`config.mk`:
```
export PLATFORM = sky130hd
export DESIGN_NAME = ts_tick_sequencer
export DESIGN_NICKNAME = d
export VERILOG_FILES = /design/src/rtl/ts_tick_pkg.sv /design/src/rtl/ts_prescaler.sv /design/src/rtl/ts_tick_sequencer.sv
export SDC_FILE = /design/constraint.sdc
export NUM_CORES = 1
export LEC_CHECK = 0
export BUFFER_PORTS_ARGS = -buffer_cell sky130_fd_sc_hd__buf_2
export CORE_MARGIN = 2
export CORE_UTILIZATION = 25
export CTS_CLUSTER_SIZE = 40
export DETAILED_ROUTE_END_ITERATION = 8
export SYNTH_ARGS = -nofsm -noshare
export SYNTH_HDL_FRONTEND = slang
export SYNTH_SLANG_ARGS = --single-unit
```
`constraint.sdc`:
```
create_clock -name clock -period 1.7 [get_ports clock]
set_input_delay 0.085 -clock clock [delete_from_list [all_inputs] [get_ports clock]]
set_output_delay 0.085 -clock clock [all_outputs]
set_load 0.005 [all_outputs]
```
`src/rtl/ts_tick_pkg.sv`:
```
// Shared types for the tick sequencer.
// State encoding and prescaler width.
package ts_tick_pkg;

  typedef enum logic [1:0] {
    IDLE = 2'd0,
    RUN  = 2'd1,
    DONE = 2'd2
  } ts_state_e;

  localparam int unsigned PRE_W = 8;

endpackage

```
`src/rtl/ts_prescaler.sv`:
```
// Free-running divide-by-PERIOD counter.
// wrap flags the last count of each period while enabled.
module ts_prescaler
  import ts_tick_pkg::*;
#(
  parameter int PERIOD = 10
) (
  input  logic clock,
  input  logic reset,
  input  logic clr,
  input  logic en,
  output logic wrap
);

  localparam logic [PRE_W-1:0] LAST = PRE_W'(PERIOD - 1);

  logic [PRE_W-1:0] cnt_q, cnt_d;

  assign wrap = en && (cnt_q == LAST);

  always_comb begin
    cnt_d = cnt_q;
    if (clr) begin
      cnt_d = '0;
    end else if (en) begin
      cnt_d = wrap ? '0 : cnt_q + 1'b1;
    end
  end

  always_ff @(posedge clock or posedge reset) begin
    if (reset) begin
      cnt_q <= '0;
    end else begin
      cnt_q <= cnt_d;
    end
  end

endmodule

```
`src/rtl/ts_tick_sequencer.sv`:
```
// Issues NUM_TICKS ticks spaced PERIOD clocks apart per run.
// Abort wins over start and over a coincident final tick.
module ts_tick_sequencer
  import ts_tick_pkg::*;
#(
  parameter int PERIOD    = 10,
  parameter int NUM_TICKS = 4,
  parameter int CNT_W     = 8
) (
  input  logic             clock,
  input  logic             reset,
  input  logic             start,
  input  logic             abort,
  output logic             tick,
  output logic [CNT_W-1:0] tick_cnt,
  output logic             busy,
  output logic             done
);

  localparam logic [CNT_W-1:0] NT = CNT_W'(NUM_TICKS);

  ts_state_e        state_q, state_d;
  logic             tick_q, tick_d;
  logic [CNT_W-1:0] cnt_q, cnt_d;
  logic             busy_q, busy_d;
  logic             done_q, done_d;
  logic             pre_clr;
  logic             pre_en;
  logic             pre_wrap;
  logic [CNT_W-1:0] cnt_inc;

  assign pre_en  = (state_q == RUN);
  assign cnt_inc = cnt_q + 1'b1;

  ts_prescaler #(
    .PERIOD(PERIOD)
  ) u_pre (
    .clock(clock),
    .reset(reset),
    .clr  (pre_clr),
    .en   (pre_en),
    .wrap (pre_wrap)
  );

  always_comb begin
    state_d = state_q;
    cnt_d   = cnt_q;
    tick_d  = 1'b0;
    pre_clr = 1'b0;
    unique case (state_q)
      IDLE: begin
        if (!abort && start) begin
          state_d = RUN;
          cnt_d   = '0;
          pre_clr = 1'b1;
        end
      end
      RUN: begin
        if (abort) begin
          state_d = IDLE;
          cnt_d   = '0;
          pre_clr = 1'b1;
        end else if (pre_wrap) begin
          tick_d = 1'b1;
          cnt_d  = cnt_inc;
          if (cnt_inc == NT) state_d = DONE;
        end
      end
      DONE: begin
        if (abort) begin
          state_d = IDLE;
          cnt_d   = '0;
          pre_clr = 1'b1;
        end else if (start) begin
          state_d = RUN;
          cnt_d   = '0;
          pre_clr = 1'b1;
        end
      end
      default: begin
        state_d = IDLE;
        cnt_d   = '0;
        pre_clr = 1'b1;
      end
    endcase
    busy_d = (state_d == RUN);
    done_d = (state_d == DONE);
  end

  always_ff @(posedge clock or posedge reset) begin
    if (reset) begin
      state_q <= IDLE;
      tick_q  <= 1'b0;
      cnt_q   <= '0;
      busy_q  <= 1'b0;
      done_q  <= 1'b0;
    end else begin
      state_q <= state_d;
      tick_q  <= tick_d;
      cnt_q   <= cnt_d;
      busy_q  <= busy_d;
      done_q  <= done_d;
    end
  end

  assign tick     = tick_q;
  assign tick_cnt = cnt_q;
  assign busy     = busy_q;
  assign done     = done_q;

endmodule

```
==> flow_metrics.tcl <==
set metrics [dict create \
    path_class "register to register" \
    cp.required_ns 1.85 \
    post_synth_num_cell_types 36 \
    grt_overflow_total 0 \
    endpoint_kind "register" \
    synth_area_per_cell_um2 10.49 \
    ys_seq_elements 21 \
    syn_nets 111 \
    core_area_um2 4264 \
    min_period_ns 1.811 \
    finalCritPeriodShare_pct 106.6 \
    via_count 967 \
    antenna_found_initial 0 \
    ff2ff_setup_slack_ns -0.11 \
    slew_headroom_pct 72.40 \
    vias_per_cell 4.934 \
    area_delta_synth_final_pct 37.73 \
    fillCellCount 435 \
    synth_warnings 0 \
    ant_nets 0 \
    syn_area_um2 1091 \
    design_area_um2 1503 \
    register_area_um2 525.5 \
    crit_arrival_ns 1.96 \
    critPathMaxFanout 6 \
    die_w_um 70.06 \
    place_congestion 0.7761 \
    fmax_ghz 0.5521 \
    drtPass1Iterations 4 \
    portBuffers 14 \
    syn-instance-count 104 \
    ios 15 \
    grt_pass1_vias 1023 \
    path_clk_slew_ns 0.08 \
    grt_usage_pct 11.78 \
    drc 0 \
    cts_made_buffers 3 \
    start_util_pct 25.59 \
    fin_skew_ns 0.005119 \
    p_leak_nw 0.7191 \
    cts_sinks 21 \
    p_per_area_nw_per_um2 685.6 \
    die_h_um 70.06 \
    r2r-start "u_pre.cnt_q[1]" \
    min_from "abort" \
    start_kind "register" \
    nets 152 \
    stdcell_count 196 \
    tns_ns -0.4119 \
    grt_max_degree 22 \
    final_cell_mix "dfrtp_1 (21), buf_4 (21), buf_2 (14)" \
    ys_seq_area_share_pct 48.17 \
    outcome "complete, but fails checks" \
    drive_above_1_share_pct 41.67 \
    cts_tree "done" \
    routedWlPerCell_um 13.83 \
    htreeDepth 1 \
    placement.cell_area_um2 1398 \
    drt-total-wl_mm 2.711 \
    maxCapViolations 0 \
    row_count 24 \
    n_antenna_cell 0 \
    multi_input_area_um2 601.8 \
    drv_slew 0 \
    drt_iter0_markers 84 \
    cts.path.max_buffers 2 \
    violations "setup timing" \
    hold_viol 0 \
    clock_latency_ns 0.26 \
    crit_end "tick_cnt[3]" \
    grt_pass1_wl_mm 4.754 \
    hp-class "primary input to register" \
    worst_pin_slew_ns 0.4108 \
    dp_cells 190 \
    critPathLaunch "u_pre.cnt_q[1]" \
    vdd_drop_max_v 0.0002480 \
    finalSetupViolCount 5 \
    cts_root_buffer "clkbuf_8" \
    dp_hpwl_mm 1.975 \
    r2r.worst_path.cells 6 \
    rsz0062_at_grt "true" \
    worst_slack_ns -0.1114 \
    r2r_end "tick_cnt[3]" \
    dieArea_um2 4908 \
]
[cells in the mapped netlist (all sizes together)]
library cell | number | area share (%)
nor3 | 2 | 0.92
mux2 | 1 | 1.0
o22ai | 1 | 0.57
or3 | 1 | 0.57
nor2 | 9 | 3.1
and3 | 5 | 2.9
mux2i | 1 | 0.92
a31o | 2 | 1.6
or4b | 1 | 1.3
nand4 | 1 | 0.57
o211ai | 3 | 2.1
nand2 | 2 | 0.69
inv | 2 | 0.69
a22o | 2 | 1.8
nand3b | 1 | 0.69
or3b | 2 | 1.6
a211o | 1 | 0.92
ha | 3 | 3.4
nand2b | 1 | 0.57
xnor2 | 1 | 0.80
a221o | 2 | 1.9
buf | 1 | 0.46
nor4b | 3 | 2.4
dfrtp | 21 | 48
o21ai | 14 | 7.1
o2111ai | 2 | 1.6
clkinv | 1 | 0.34
and4 | 1 | 0.92
nand3 | 5 | 2.3
and2 | 1 | 0.57
a21oi | 3 | 1.4
nor3b | 2 | 1.4
xor2 | 5 | 4.0
or4 | 1 | 0.69
[worst min-delay path by stage]
stage	depth (start not counted)	end	slack (ns)
after detailed placement	3	done	0.14
after global routing	2	state_q[0]	0.12
final	2	state_q[0]	0.11
after global placement	3	tick	0.13
after CTS	2	state_q[0]	0.10
after floorplan	1	busy	0.06
[timing repair]
action                                  CTS  global route
hold buffers                              1             0
buffers inserted                          0             1
endpoints found under the hold margin    21             0
pin swaps                                 2             1
endpoints found under the setup margin    6             9
gates resized for setup                   3             5
[cell type report]
cell class / instances / area share (%)
repair buffers: 37 / 16.57
flip-flops and latches: 21 / 34.97
well taps: 52 / 4.330
clock inverters: 1 / 0.3331
multi-input cells: 79 / 40.05
clock buffers: 3 / 2.748
inverters: 3 / 0.9992
[worst max-delay path, cell delays in order (launching register included)]
cell and delay, ns:
dfrtp_1 0.38, inv_1 0.06, ha_2 0.16, or4b_4 0.47, o21ai_4 0.18, o21ai_4 0.11, a221o_2 0.34
[sequential cells by signal, indices dropped and copies added, names as in the netlist]
name / flops
state_q: 2
u_pre.cnt_q: 8
busy: 1
tick_cnt: 8
tick: 1
done: 1
[metal layers]
layer | share of wire [%] | track usage, % | vias to the layer above
met1 | 49 | 16.11 | 473
li1 | - | - | 475
met3 | 2.0 | 0.8658 | 4
met2 | 48 | 19.79 | 15
met4 | 1.0 | 3.846 | 0
met5 | 0 | 0 | -
[per-stage QoR]
stage / util, % / setup WS, ns / hold slack (ns) / power (mW)
3_3_place_gp: 32.78 / -0.02966 / 0.1251 / 0.6766
4_1_cts: 34.60 / -0.1086 / 0.1046 / 1.029
5_1_grt: 35.24 / -0.1713 / 0.1196 / 1.075
2_1_floorplan: - / -0.06688 / 0.06153 / 0.6149
3_5_place_dp: 32.78 / -0.1106 / 0.1376 / 0.6858
6_report: 35.24 / -0.1114 / 0.1051 / 1.030
[cells by family after synthesis]
group,Yosys count,share of synthesized area (%)
xor+xnor,6,4.816
mux,2,1.950
compound gates,30,19.04
fa+ha+maj,3,3.441
buf+inv,4,1.490
simple gates,38,21.10
flops,21,48.16
[power breakdown]
part           internal, mW  switching, mW
combinational        0.0811         0.0922
clock                 0.163          0.172
sequential            0.513        0.00793
total                 0.758          0.273
Note: power is estimated with default switching activity, not from simulation.
